File: config.mk
export PLATFORM = sky130hd
export DESIGN_NAME = uart_tx_fifo
export DESIGN_NICKNAME = d
export VERILOG_FILES = /design/src/rtl/uart_tx_fifo.sv
export SDC_FILE = /design/constraint.sdc
export NUM_CORES = 1
export LEC_CHECK = 0
export ABC_AREA = 1
export CORE_AREA = 2 2 128 130
export CTS_CLUSTER_DIAMETER = 40
export DETAILED_ROUTE_END_ITERATION = 6
export DIE_AREA = 0 0 130 132
export PLACE_DENSITY = 0.67
export SLEW_MARGIN = 20
export SYNTH_ARGS = -nofsm -noshare
export SYNTH_HDL_FRONTEND = slang
export SYNTH_SLANG_ARGS = --single-unit
File: constraint.sdc
create_clock -name osc_clk -period 2.9 [get_ports osc_clk]
set_input_delay 0.58 -clock osc_clk [delete_from_list [all_inputs] [get_ports osc_clk]]
set_output_delay 0.58 -clock osc_clk [all_outputs]
set_load 0.1 [all_outputs]
File: src/rtl/uart_tx_fifo.sv
// -----------------------------------------------------------------------------
// uart_tx_fifo
//   8N1 UART transmitter (1 start, 8 data LSB-first, 1 stop) fed by a byte FIFO.
//   Host logic pushes bytes with a valid/ready handshake. Queued bytes are
//   serialised back-to-back on o_Tx_Serial with no idle gap between frames.
//   Bit timing runs directly on osc_clk (CLKS_PER_BIT cycles per bit).
//
//   Handshake: a byte is taken on any rising edge of osc_clk where
//   i_Tx_DV=1 and o_Tx_Ready=1. o_Tx_Ready depends only on the registered
//   FIFO count, never on i_Tx_DV. A push while not ready is dropped and
//   flagged by a one-cycle o_Tx_Overflow pulse on the following cycle.
//
// Ports
//   osc_clk        system clock, all logic on the rising edge
//   i_Rst          asynchronous, active-high reset
//   i_Tx_DV        push request
//   i_Tx_Byte      byte to push
//   o_Tx_Ready     FIFO not full
//   o_Fifo_Count   bytes waiting (excludes the byte being shifted)
//   o_Tx_Overflow  one-cycle pulse: push attempted while full
//   o_Tx_Serial    UART line, idle high, registered
//   o_Tx_Active    high for every cycle of every frame on the line
//   o_Tx_Done      one-cycle pulse on the last stop-bit cycle of a frame
//   dbg_state      current transmitter FSM state (debug visibility)
// -----------------------------------------------------------------------------
module uart_tx_fifo #(
    parameter int CLKS_PER_BIT = 1181,
    parameter int FIFO_DEPTH   = 16,
    parameter int ADDR_W       = 4
) (
    input  logic              osc_clk,
    input  logic              i_Rst,
    input  logic              i_Tx_DV,
    input  logic [7:0]        i_Tx_Byte,
    output logic              o_Tx_Ready,
    output logic [ADDR_W:0]   o_Fifo_Count,
    output logic              o_Tx_Overflow,
    output logic              o_Tx_Serial,
    output logic              o_Tx_Active,
    output logic              o_Tx_Done,
    output logic [2:0]        dbg_state
);

    localparam int CNT_W = $clog2(CLKS_PER_BIT);
    localparam logic [CNT_W-1:0]  LAST_CNT  = CNT_W'(CLKS_PER_BIT - 1);
    localparam logic [ADDR_W:0]   DEPTH_CNT = (ADDR_W + 1)'(FIFO_DEPTH);

    // Three-bit encoding leaves spare codes; any of them falls back to IDLE.
    typedef enum logic [2:0] {
        S_IDLE  = 3'd0,
        S_START = 3'd1,
        S_DATA  = 3'd2,
        S_STOP  = 3'd3
    } tx_state_t;

    tx_state_t          state, state_nxt;
    logic [CNT_W-1:0]   clk_cnt, clk_cnt_nxt;
    logic [2:0]         bit_idx, bit_idx_nxt;
    logic [7:0]         shift, shift_nxt;
    logic               line_nxt, active_nxt, done_nxt;
    logic               bit_end;

    logic [7:0]         mem [FIFO_DEPTH];
    logic [ADDR_W-1:0]  wr_ptr, rd_ptr;
    logic [ADDR_W:0]    count;
    logic               push, pop;

    // ---------------------------------------------------------------- FIFO
    assign o_Tx_Ready   = (count < DEPTH_CNT);
    assign o_Fifo_Count = count;
    // Ready comes from the pre-edge count, so a push into a full FIFO is
    // rejected even when a pop frees a slot on the same edge.
    assign push         = i_Tx_DV && o_Tx_Ready;

    always_ff @(posedge osc_clk or posedge i_Rst) begin
        if (i_Rst) begin
            wr_ptr <= '0;
            rd_ptr <= '0;
            count  <= '0;
        end else begin
            if (push) wr_ptr <= wr_ptr + 1'b1;
            if (pop)  rd_ptr <= rd_ptr + 1'b1;
            case ({push, pop})
                2'b10:   count <= count + 1'b1;
                2'b01:   count <= count - 1'b1;
                default: ;
            endcase
        end
    end

    // Storage needs no reset: the count/pointers define which entries are valid.
    always_ff @(posedge osc_clk) begin
        if (push) mem[wr_ptr] <= i_Tx_Byte;
    end

    // ------------------------------------------------------------ FSM
    assign bit_end   = (clk_cnt == LAST_CNT);
    assign dbg_state = state;

    always_ff @(posedge osc_clk or posedge i_Rst) begin
        if (i_Rst) begin
            state         <= S_IDLE;
            clk_cnt       <= '0;
            bit_idx       <= '0;
            shift         <= '0;
            o_Tx_Serial   <= 1'b1;
            o_Tx_Active   <= 1'b0;
            o_Tx_Done     <= 1'b0;
            o_Tx_Overflow <= 1'b0;
        end else begin
            state         <= state_nxt;
            clk_cnt       <= clk_cnt_nxt;
            bit_idx       <= bit_idx_nxt;
            shift         <= shift_nxt;
            o_Tx_Serial   <= line_nxt;
            o_Tx_Active   <= active_nxt;
            o_Tx_Done     <= done_nxt;
            o_Tx_Overflow <= i_Tx_DV && !o_Tx_Ready;
        end
    end

    // Line outputs are registered from the current state, so the line, Active
    // and Done all trail the state register by exactly one cycle and stay
    // mutually aligned.
    always_comb begin
        state_nxt   = state;
        clk_cnt_nxt = clk_cnt;
        bit_idx_nxt = bit_idx;
        shift_nxt   = shift;
        pop         = 1'b0;
        line_nxt    = 1'b1;
        active_nxt  = 1'b0;
        done_nxt    = 1'b0;

        case (state)
            S_IDLE: begin
                if (count != '0) begin
                    pop         = 1'b1;
                    shift_nxt   = mem[rd_ptr];
                    clk_cnt_nxt = '0;
                    state_nxt   = S_START;
                end
            end
            S_START: begin
                line_nxt   = 1'b0;
                active_nxt = 1'b1;
                if (bit_end) begin
                    clk_cnt_nxt = '0;
                    bit_idx_nxt = '0;
                    state_nxt   = S_DATA;
                end else begin
                    clk_cnt_nxt = clk_cnt + 1'b1;
                end
            end
            S_DATA: begin
                line_nxt   = shift[bit_idx];
                active_nxt = 1'b1;
                if (bit_end) begin
                    clk_cnt_nxt = '0;
                    if (bit_idx == 3'd7) begin
                        state_nxt = S_STOP;
                    end else begin
                        bit_idx_nxt = bit_idx + 1'b1;
                    end
                end else begin
                    clk_cnt_nxt = clk_cnt + 1'b1;
                end
            end
            S_STOP: begin
                active_nxt = 1'b1;
                if (bit_end) begin
                    done_nxt    = 1'b1;
                    clk_cnt_nxt = '0;
                    // Chaining straight into START keeps the frame period at
                    // exactly 10 bit times when more bytes are queued.
                    if (count != '0) begin
                        pop       = 1'b1;
                        shift_nxt = mem[rd_ptr];
                        state_nxt = S_START;
                    end else begin
                        state_nxt = S_IDLE;
                    end
                end else begin
                    clk_cnt_nxt = clk_cnt + 1'b1;
                end
            end
            default: begin
                state_nxt   = S_IDLE;
                clk_cnt_nxt = '0;
                bit_idx_nxt = '0;
            end
        endcase
    end

endmodule

# Word-level counts from Yosys, hierarchy flattened

Memory sizes are Yosys's and may differ from the RTL's.
Index checks and enable logic that the tools add are counted.

Add/subtract/negate cells: 6
$mul: 0
Div/mod/pow operators: 0
Order comparisons: 2
Equality and inequality tests: 13
Shifts and indexed selects: 0
Multiplexer cells: 29
Bitwise operators: 1
Reductions and logical operators: 12

Operators by type and width:

| kind                    | count |
|---|---|
| $mux W3                 | 8 |
| $mux W11                | 2 |
| $pmux W11 S2            | 1 |
| $mux W8                 | 2 |
| $pmux W8 S2             | 1 |
| $ne A2 B2 Y1 const B    | 6 |
| $pmux W3 S4             | 1 |
| $add A11 B1 Y11 const B | 1 |
| $eq A11 B11 Y1 const B  | 1 |
| $pmux W5 S2             | 1 |
| $mux W1                 | 9 |
| $pmux W3 S3             | 1 |
| $add A4 B1 Y4 const B   | 2 |
| $eq A3 B2 Y1 const B    | 2 |
| $add A5 B1 Y5 const B   | 1 |
| $lt A5 B5 Y1 const B    | 1 |
| $reduce_and A5 Y1       | 1 |
| $reduce_bool A5 Y1      | 1 |
| $sub A5 B1 Y5 const B   | 1 |
| $lt A3 B4 Y1 const B    | 1 |
| $pmux W1 S2             | 2 |
| $reduce_and A4 Y1       | 1 |
| $reduce_bool A2 Y1      | 2 |
| $add A3 B1 Y3 const B   | 1 |
| other kinds (12)        | 13 |

Register bits: 42
Latch bits: 0
Memory bits (writable): 128
Memory bits (read-only): 0
Bits of input ports: 11
Word-level logic and storage cells: 75
Memories: 1

Memory list:

| name | depth | bits a word | rd ports | clocked after memory_dff | wr ports | RTL line | RTL |
|---|---|---|---|---|---|---|---|
| mem  | 16    | 8           | 1        | 0                        | 1        | 63       | `logic [7:0] mem [FIFO_DEPTH];` |

# Depth between registers and ports, before layout

Gate-level depths: netlist of run 1.

Depth after elaboration: 6
Depth in mapped cells: 18
Mapped depth without buffers: 18

# Least setup slack after synthesis of run 1

Ideal clock, no wire load.

Path type: reg2reg
Start point: register count[4], in the netlist o_Fifo_Count[4]
End point: register count[4], in the netlist o_Fifo_Count[4]
Setup time: 0.120 ns
Data arrival time: 3.586 ns
Setup slack: -0.806 ns
Cell stages (with the launch flop): 17
Path buffers: 0
Clock period less this slack: 3.706 ns
Cell sequence: dfrtp_1 inv_1 nand4_1 nand2_1 inv_1 nand2_1 inv_1 ha_1 inv_1 fa_1 inv_1 nand2_1 nand2_1 a21oi_1 xor2_1 nand2_1 nand2_1

Elaborated cells between the ends (all ways): 12

RTL lines:

| what                                                     | RTL line | RTL |
|---|---|---|
| from (decl)                                              | 65       | `logic [ADDR_W:0] count;` |
| from (signal assigned)                                   | 84       | `2'b10: count <= count + 1'b1;` |
| from (signal assigned)                                   | 85       | `2'b01: count <= count - 1'b1;` |
| $lt A5 B5 Y1 (*)                                         | 69       | `assign o_Tx_Ready = (count < DEPTH_CNT);` |
| via o_Tx_Ready                                           | 35       | `output logic o_Tx_Ready,` |
| $logic_and A1 B1 Y1 (*)                                  | 73       | `assign push = i_Tx_DV && o_Tx_Ready;` |
| $eq A2 B1 Y1 / $eq A2 B2 Y1 (equally long branches)      | 83       | `case ({push, pop})` |
| $pmux W5 S2 / $reduce_bool A2 Y1 (equally long branches) | --       |  |

The timed path passes the listed nets; every way through them passes the cells marked *.
A chain may end at the register's enable or synchronous reset.

# Worst setup path in the final report of run 1

Start point: register clk_cnt[0]
End point: register count[4], in the netlist o_Fifo_Count[4]

Cells in the longest elaborated chain, start to end: 5
Elaborated cells between the ends (all ways): 7

RTL lines:

| what                                                     | RTL line | RTL |
|---|---|---|
| from (decl)                                              | 57       | `logic [CNT_W-1:0] clk_cnt, clk_cnt_nxt;` |
| from (signal assigned)                                   | 112      | `clk_cnt <= clk_cnt_nxt;` |
| $eq A11 B11 Y1 (*)                                       | 97       | `assign bit_end = (clk_cnt == LAST_CNT);` |
| $mux W1 (*)                                              | 171      | `if (bit_end) begin` |
| $pmux W1 S2 (*)                                          | 135      | `case (state)` |
| via pop                                                  | 66       | `logic push, pop;` |
| $eq A2 B1 Y1 / $eq A2 B2 Y1 (equally long branches)      | 83       |  |
| $pmux W5 S2 / $reduce_bool A2 Y1 (equally long branches) | --       |  |

Marked as above.

==> summary.txt, run 1 <==
STATUS
------------------------------------------------------------------------------------------
Result of the run                                                             complete, no violations

TIMING
------------------------------------------------------------------------------------------
Final Max Tran Viols                                                                     0
Max frequency                                                                      406 MHz
Worst-margin pin slew                                                             0.877 ns
Unrepaired setup endpoints after global routing                                         no
Final Setup Violations                                                                   0
Final clock period utilization by the worst path                                     84.8%
Layout Skew                                                                     0.00948 ns
Hold Violations, Final                                                                   0
Worst hold slack                                                                  0.483 ns
Relative slew slack                                                                  41.2%
Post-layout minimum cycle time                                                     2.46 ns

SETUP PATH
------------------------------------------------------------------------------------------
Critical Setup Path Class                                                     flip-flop to flip-flop
Startpoint class of the critical path                                            flip-flop
Startpoint of the worst register-to-register path                             clk_cnt[0]$_DFFE_PP0P_
R2R setup slack                                                                    0.44 ns
Critical path endpoint category                                                  flip-flop
Worst setup path endpoint                                                     o_Fifo_Count[4]$_DFFE_PP0P_
Count of cells along the worst register-to-register path                                18
Worst R2R End                                                                 o_Fifo_Count[4]$_DFFE_PP0P_
CP max FO                                                                                5
Data required, critical path                                                       3.21 ns
Worst setup path startpoint                                                   clk_cnt[0]$_DFFE_PP0P_
CP arrival                                                                         2.77 ns

PLACE
------------------------------------------------------------------------------------------
Detailed placer's ending HPWL                                                      10.4 mm
Final Wtd Congestion                                                                 0.841
Number of buffer cells added on primary ports                                           22

YOSYS
------------------------------------------------------------------------------------------
Post-synth ARST share                                                                24.3%
Number of synthesis warnings                                                             0
Share of the synthesized area in the top cell type                                   48.8%
Avg Cell Area, Syn                                                               9.59 um^2
Flops & latches, synth                                                                 169
Library cell with the largest summed area after synthesis                     sky130_fd_sc_hd__edfxtp_1
Post-Synth Adder-Cell Area                                                           2.96%
Number of flops mapped to enable cells by yosys                                        128
Top area cells in the synthesized netlist                                     sky130_fd_sc_hd__edfxtp_1 49%, sky130_fd_sc_hd__dfrtp_1 13%, sky130_fd_sc_hd__nand2_1 12%, sky130_fd_sc_hd__nand3_1 7.2%, sky130_fd_sc_hd__inv_1 6.5%
Predominant post-synthesis flop cell                                          sky130_fd_sc_hd__edfxtp_1
Main combinational cell family by area after synthesis                        simple AND/OR/NAND/NOR gates
XOR/XNOR Fraction of Synth Area                                                      1.22%
Share of the yosys chip area belonging to registers                                  61.9%
Instance count of the mapped netlist                                                   821
Combined area of all synthesized cells                                           7870 um^2
Cell with the most instances after synthesis                                  sky130_fd_sc_hd__nand2_1
Area share of and/or/nand/nor cells after synthesis                                  23.2%
Number of unique standard cell types used by synthesis                                  37
Post-synth top cells                                                          255 x sky130_fd_sc_hd__nand2_1, 136 x sky130_fd_sc_hd__inv_1, 128 x sky130_fd_sc_hd__edfxtp_1
Fraction of synthesized area in multiplexers                                        0.127%
Number of nets produced by synthesis                                                   850
Synthesized-area fraction occupied by ao, oa, aoi and oai cells                      1.91%

FLOORPLAN
------------------------------------------------------------------------------------------
Total number of placement rows                                                          46
Number of top-level pins                                                                24
Overall die area                                                                17200 um^2
Die boundary width                                                                  130 um
Die Y-Extent                                                                        132 um
Effective utilization at floorplan                                                   50.1%
Core region area                                                                15700 um^2

POWER AND IR DROP
------------------------------------------------------------------------------------------
Maximum vdd ir drop                                                                 552 uV
Sequential group share of total power                                                48.0%
Cell leakage power                                                                 4.00 nW
Overall power consumption                                                          6.12 mW
Net Sw Frac                                                                          29.8%
Power per cell area                                                            683 nW/um^2
Relative contribution of the clock network to total power                            35.6%
Switching power                                                                    1.82 mW
Combinational group share of total power                                             16.4%
Internal power                                                                     4.30 mW

GLOBAL ROUTING
------------------------------------------------------------------------------------------
Global-route wire length before repair                                             26.2 mm
Largest net degree at the start of global routing                                       68
Antenna violations before repair                                                         0
Final global-route overflow total                                                        0
Number of global-route vias before repair                                             5113
Overall Global Routing Usage                                                         20.1%

ROUTING
------------------------------------------------------------------------------------------
Drt first-iter violations                                                              285
Average via count per standard cell                                                   4.91
DRC violation count after routing                                                        0
Number of iterations in the first detailed-routing pass                                  4
Wire length reported by the detailed router                                        16.2 mm
Routed len/inst                                                                    14.9 um
Vias                                                                                  5332
Antenna-violating nets left                                                              0

CLOCK NETWORK
------------------------------------------------------------------------------------------
Clock insertion delay at the later pin of the skew report                          0.42 ns
Num CTS Buffers                                                                         17
Clock tree from TritonCTS                                                             done
Clock edge transition at the registers on the reported setup and hold paths        0.06 ns
Post CTS Setup Buffer Count                                                              0
Quantity of hold-fixing buffers added after cts                                          0
Number of sinks on the clock net                                                       169
CTS H-Tree Depth                                                                         4
Maximum clock insertion buffer count                                                     2
Root buffer selected by CTS                                                   sky130_fd_sc_hd__clkbuf_16
Number of instances resized during post-cts repair                                       0

FINAL LAYOUT
------------------------------------------------------------------------------------------
Share of final-layout standard cells stronger than drive strength 1                  10.1%
Inserted Diodes                                                                          0
Signed area change from the synthesized netlist to the final layout                  13.9%
Net count of the finished layout                                                       886
Number of filler instances in the final layout                                        1338

WORST HOLD PATH
------------------------------------------------------------------------------------------
Hold WC Path Type                                                             flip-flop to flip-flop

FLOW RUN
------------------------------------------------------------------------------------------
Max-cap viol count                                                                       0

-- layout by cell type (no fill, tap or decap), types with 3 or more instances in the layout --
| master | n |
|---|---|
| sky130_fd_sc_hd__nand2_2 | 3 |
| sky130_fd_sc_hd__nand2_4 | 3 |
| sky130_fd_sc_hd__buf_4 | 35 |
| sky130_fd_sc_hd__o21ai_0 | 16 |
| sky130_fd_sc_hd__clkbuf_16 | 17 |
| sky130_fd_sc_hd__nand3_1 | 114 |
| sky130_fd_sc_hd__xnor2_1 | 4 |
| sky130_fd_sc_hd__edfxtp_1 | 128 |
| sky130_fd_sc_hd__nand4_1 | 9 |
| sky130_fd_sc_hd__dfrtp_1 | 38 |
| sky130_fd_sc_hd__nor3_1 | 3 |
| sky130_fd_sc_hd__nand2_1 | 254 |
| sky130_fd_sc_hd__inv_1 | 132 |
| sky130_fd_sc_hd__xor2_1 | 7 |
| sky130_fd_sc_hd__inv_2 | 3 |
| sky130_fd_sc_hd__a21oi_1 | 3 |
| sky130_fd_sc_hd__clkdlybuf4s50_1 | 10 |
| sky130_fd_sc_hd__inv_6 | 5 |
| sky130_fd_sc_hd__clkinv_4 | 4 |
| sky130_fd_sc_hd__o21ai_1 | 4 |
| sky130_fd_sc_hd__ha_1 | 16 |
| sky130_fd_sc_hd__nor2_1 | 32 |
-- logic make-up after synthesis --
group,Yosys count
and+or+nand+nor,425
buffers and inverters,168
xor gates and xnor gates,11
DFF,169
other,1
AOI/OAI and AO/OA,28
adders and majority gates,18
muxes,1
-- registers in the layout (all words and copies together) (netlist names), 2 cells and up --
| name | cells |
|---|---|
| shift | 8 |
| o_Fifo_Count | 5 |
| clk_cnt | 11 |
| mem | 128 |
| bit_idx | 3 |
| dbg_state | 2 |
| wr_ptr | 4 |
| rd_ptr | 4 |
-- layer usage --
| layer | wire [um] | global-route usage (%) | share of wire (%) | up-vias |
|---|---|---|---|---|
| met5 | 0 | 0 | 0 | - |
| met4 | 223 | 5.62 | 1.4 | 0 |
| met3 | 697 | 4.67 | 4.3 | 16 |
| met2 | 7810 | 32.8 | 48 | 104 |
| met1 | 7450 | 27.0 | 46 | 2502 |
| li1 | - | - | - | 2710 |
-- layout make-up --
| type | instances | area, um^2 | share of cell area (%) |
|---|---|---|---|
| inverters | 139 | 531 | 5.92 |
| clock buffers | 19 | 433 | 4.83 |
| multi-input cells | 484 | 2340 | 26.1 |
| repair buffers | 46 | 383 | 4.27 |
| flip-flops and latches | 169 | 4880 | 54.4 |
| well taps | 216 | 270 | 3.02 |
| clock inverters | 13 | 133 | 1.48 |
-- metrics by stage --
| stage | instances | TNS (ns) | cell area, um^2 | worst slack (ns) | util [%] |
|---|---|---|---|---|---|
| 6_report | 1086 | 0 | 8960 | 0.440 | 57.0 |
| 3_3_place_gp | 1054 | 0 | 8400 | 0.495 | 53.4 |
| 5_1_grt | 1086 | 0 | 8960 | 0.272 | 57.0 |
| 4_1_cts | 1086 | 0 | 8960 | 0.453 | 57.0 |
| 3_5_place_dp | 1054 | 0 | 8400 | 0.461 | 53.4 |
| 2_1_floorplan | 821 | -0.0120 | 7900 | -0.0120 | - |
-- worst max-delay path, cell delays in order, from the launching register on --
cell and delay, ns:
sky130_fd_sc_hd__dfrtp_1 0.41, sky130_fd_sc_hd__inv_1 0.07, sky130_fd_sc_hd__ha_1 0.14, sky130_fd_sc_hd__nand2_1 0.07, sky130_fd_sc_hd__nor3_4 0.17, sky130_fd_sc_hd__nand4_1 0.11
sky130_fd_sc_hd__nand2_1 0.19, sky130_fd_sc_hd__nand2_4 0.09, sky130_fd_sc_hd__inv_2 0.07, sky130_fd_sc_hd__ha_4 0.16, sky130_fd_sc_hd__inv_1 0.06, sky130_fd_sc_hd__fa_2 0.33
sky130_fd_sc_hd__inv_1 0.06, sky130_fd_sc_hd__nand2_1 0.05, sky130_fd_sc_hd__nand2_1 0.05, sky130_fd_sc_hd__a21oi_1 0.07, sky130_fd_sc_hd__xor2_1 0.14, sky130_fd_sc_hd__nand2_1 0.06
sky130_fd_sc_hd__nand2_1 0.04
-- power by group through the flow --
stage / combinational, mW / clock (mW) / sequential [mW]
6_report: 1.01 / 2.18 / 2.94
2_1_floorplan: 0.453 / 0 / 3.22
4_1_cts: 1.01 / 2.21 / 2.94
3_5_place_dp: 1.01 / 0 / 2.99
5_1_grt: 1.10 / 2.32 / 2.96
3_3_place_gp: 1.00 / 0 / 2.99
-- worst min-delay path by stage --
stage / startpoint / end / depth (start not counted)
2_1_floorplan: shift[2]$_DFFE_PP0P_ / shift[2]$_DFFE_PP0P_ / 2
3_3_place_gp: shift[6]$_DFFE_PP0P_ / shift[6]$_DFFE_PP0P_ / 2
3_5_place_dp: shift[1]$_DFFE_PP0P_ / shift[1]$_DFFE_PP0P_ / 2
4_1_cts: shift[1]$_DFFE_PP0P_ / shift[1]$_DFFE_PP0P_ / 2
5_1_grt: shift[2]$_DFFE_PP0P_ / shift[2]$_DFFE_PP0P_ / 2
6_report: shift[1]$_DFFE_PP0P_ / shift[1]$_DFFE_PP0P_ / 2
(Power assumes the default switching activity.)
==> run 2, diff against run 1 <==
==> constraint.sdc (replaced) <==
create_clock -name osc_clk -period 2.3 [get_ports osc_clk]
set_input_delay 0.46 -clock osc_clk [delete_from_list [all_inputs] [get_ports osc_clk]]
set_output_delay 0.46 -clock osc_clk [all_outputs]
set_load 0.1 [all_outputs]
==> run 2 against run 1 <==
Via count grew 3.1%. Highest routed layer unchanged. Global-route usage grew 0.70 points. Wire length grew 3.1%. Largest cell class unchanged. Worst setup slack lost 0.36 ns. Critical path type unchanged. Combinational power grew 31%.
==> summary.txt, run 2 (synthesis gave the netlist of run 1 again) <==
FINAL LAYOUT
------------------------------------------------------------------------------------------
Commonest cells after routing, fill and taps aside                            252 x sky130_fd_sc_hd__nand2_1, 129 x sky130_fd_sc_hd__inv_1, 128 x sky130_fd_sc_hd__edfxtp_1, 114 x sky130_fd_sc_hd__nand3_1, 55 x sky130_fd_sc_hd__buf_4
Registers with the most flip-flops                                            mem (128), clk_cnt (11), shift (8)
Net count of the finished layout                                                       909
Signed area change from the synthesized netlist to the final layout                  16.5%
Most common library cell in the layout ignoring fill and taps                 sky130_fd_sc_hd__nand2_1
Share of final-layout standard cells stronger than drive strength 1                  13.9%
Non-filler cells in the finished layout                                               1109
Number of flip-flops in the largest register                                           128
Inserted Diodes                                                                          0
Top reg by flops                                                                       mem

FLOORPLAN
------------------------------------------------------------------------------------------
Effective utilization at floorplan                                                   50.1%
Overall die area                                                                17200 um^2
Die Y-Extent                                                                        132 um
Total number of placement rows                                                          46
Core region area                                                                15700 um^2
Die boundary width                                                                  130 um
Number of top-level pins                                                                24

GLOBAL ROUTING
------------------------------------------------------------------------------------------
Global-route wire length before repair                                             26.9 mm
Number of global-route vias before repair                                             5392
Final global-route overflow total                                                        0
Largest net degree at the start of global routing                                       66
Antenna violations before repair                                                         0
Overall Global Routing Usage                                                         20.8%

ROUTING
------------------------------------------------------------------------------------------
Wire length reported by the detailed router                                        16.7 mm
Vias                                                                                  5498
Average via count per standard cell                                                   4.96
Number of iterations in the first detailed-routing pass                                  5
Drt first-iter violations                                                              371
DRC violation count after routing                                                        0
Routed len/inst                                                                    15.1 um
Antenna-violating nets left                                                              0

PLACE
------------------------------------------------------------------------------------------
Final Wtd Congestion                                                                 0.856
Detailed placer's ending HPWL                                                      10.8 mm
Number of buffer cells added on primary ports                                           22
Pre-CTS WS                                                                       0.0199 ns
Placed Cells incl. Taps                                                               1073

TIMING
------------------------------------------------------------------------------------------
Final Max Tran Viols                                                                     0
Layout Skew                                                                     0.00756 ns
Final clock period utilization by the worst path                                     96.5%
Worst-margin pin slew                                                             0.737 ns
Hold Violations, Final                                                                   0
Final Setup Violations                                                                   0
Post-layout minimum cycle time                                                     2.22 ns
Relative slew slack                                                                  50.7%
Max frequency                                                                      451 MHz
Unrepaired setup endpoints after global routing                                        yes
Setup WS post-layout                                                             0.0814 ns

SETUP PATH
------------------------------------------------------------------------------------------
CP arrival                                                                         2.54 ns
Startpoint class of the critical path                                            flip-flop
Data required, critical path                                                       2.62 ns
Critical Setup Path Class                                                     flip-flop to flip-flop
CP max FO                                                                                5
Critical path endpoint category                                                  flip-flop
R2R setup slack                                                                    0.08 ns
Count of cells along the worst register-to-register path                                17

CLOCK NETWORK
------------------------------------------------------------------------------------------
Number of sinks on the clock net                                                       169
Maximum clock insertion buffer count                                                     2
Num CTS Buffers                                                                         17
Clock tree from TritonCTS                                                             done
Clock edge transition at the registers on the reported setup and hold paths        0.07 ns
Clock insertion delay at the later pin of the skew report                          0.43 ns
Root buffer selected by CTS                                                   sky130_fd_sc_hd__clkbuf_16
CTS H-Tree Depth                                                                         4

FLOW RUN
------------------------------------------------------------------------------------------
Max-cap viol count                                                                       0

STATUS
------------------------------------------------------------------------------------------
Result of the run                                                             complete, no violations

POWER AND IR DROP
------------------------------------------------------------------------------------------
Maximum vdd ir drop                                                                 509 uV
Cell leakage power                                                                 4.10 nW
Power per cell area                                                            829 nW/um^2
Overall power consumption                                                          7.61 mW

WORST HOLD PATH
------------------------------------------------------------------------------------------
Hold WC Path Type                                                             primary input to asynchronous set/reset pin

==> run 2: cell types whose count changed in the layout (fill, tap and decap cells not counted), moves of 3 or more <==
cell,previous run,this run
sky130_fd_sc_hd__buf_4,35,55
sky130_fd_sc_hd__clkinvlp_4,1,5
sky130_fd_sc_hd__nor2_1,32,28
sky130_fd_sc_hd__nor2_2,2,6
sky130_fd_sc_hd__buf_12,1,4
sky130_fd_sc_hd__inv_1,132,129
sky130_fd_sc_hd__inv_2,3,6
==> run 2: metrics by stage <==
step	utilization [%]	cell area (um^2)	TNS [ns]	hold slack (ns)
2_1_floorplan	-	7920	-1.79	0.444
3_3_place_gp	54.7	8590	0	0.462
3_5_place_dp	54.7	8590	0	0.466
4_1_cts	58.1	9120	0	0.366
5_1_grt	58.4	9180	-0.105	0.385
6_report	58.4	9180	0	0.356
==> run 2: layout make-up <==
| cell class | count | area, um^2 |
|---|---|---|
| clock buffers | 19 | 433 |
| fillers | 1369 | 6540 |
| inverters | 139 | 531 |
| flip-flops and latches | 169 | 4880 |
| well taps | 216 | 270 |
| repair buffers | 69 | 593 |
| multi-input cells | 484 | 2370 |
| clock inverters | 13 | 96.3 |
==> run 2: worst max-delay path, cell delays in order (launching register included) <==
cell and delay (ns):
sky130_fd_sc_hd__dfrtp_2 0.40, sky130_fd_sc_hd__inv_1 0.07, sky130_fd_sc_hd__ha_1 0.31, sky130_fd_sc_hd__inv_1 0.08
sky130_fd_sc_hd__nand2_1 0.06, sky130_fd_sc_hd__inv_2 0.08, sky130_fd_sc_hd__nand2_4 0.06, sky130_fd_sc_hd__inv_2 0.06
sky130_fd_sc_hd__ha_4 0.14, sky130_fd_sc_hd__inv_2 0.04, sky130_fd_sc_hd__fa_2 0.33, sky130_fd_sc_hd__inv_1 0.06
sky130_fd_sc_hd__nand2_1 0.06, sky130_fd_sc_hd__nand2_1 0.07, sky130_fd_sc_hd__a21oi_2 0.05, sky130_fd_sc_hd__xor2_1 0.14
sky130_fd_sc_hd__nand2_1 0.07, sky130_fd_sc_hd__nand2_1 0.04
==> run 2: final timing paths <==
path / endpoint / start
max: o_Fifo_Count[4]$_DFFE_PP0P_ / dbg_state[0]$_DFFE_PP0P_
min: clk_cnt[5]$_DFFE_PP0P_ / i_Rst
max reg2reg: o_Fifo_Count[4]$_DFFE_PP0P_ / dbg_state[0]$_DFFE_PP0P_
min reg2reg: shift[6]$_DFFE_PP0P_ / shift[6]$_DFFE_PP0P_
max in group asynchronous: o_Tx_Serial$_DFF_PP1_ / i_Rst
min in group osc_clk: shift[6]$_DFFE_PP0P_ / shift[6]$_DFFE_PP0P_
==> run 2: power breakdown <==
group	switching, mW	internal (mW)	total [mW]
Sequential	0.123	3.58	3.70
Clock	1.20	1.39	2.59
Combinational	0.967	0.355	1.32
==> run 2: what timing repair did <==
item | in CTS | in global routing
hold buffers | 0 | 0
endpoints found under the setup margin | 0 | 1
setup buffers | 0 | 4
gates resized for setup | 0 | 7
==> run 2: routing by layer <==
layer	GRT usage [%]	up-vias	wire length, um
met1	25.9	2569	7010
li1	-	2748	-
met2	35.3	146	8450
met3	4.38	35	786
met5	0	-	0
met4	8.12	0	452
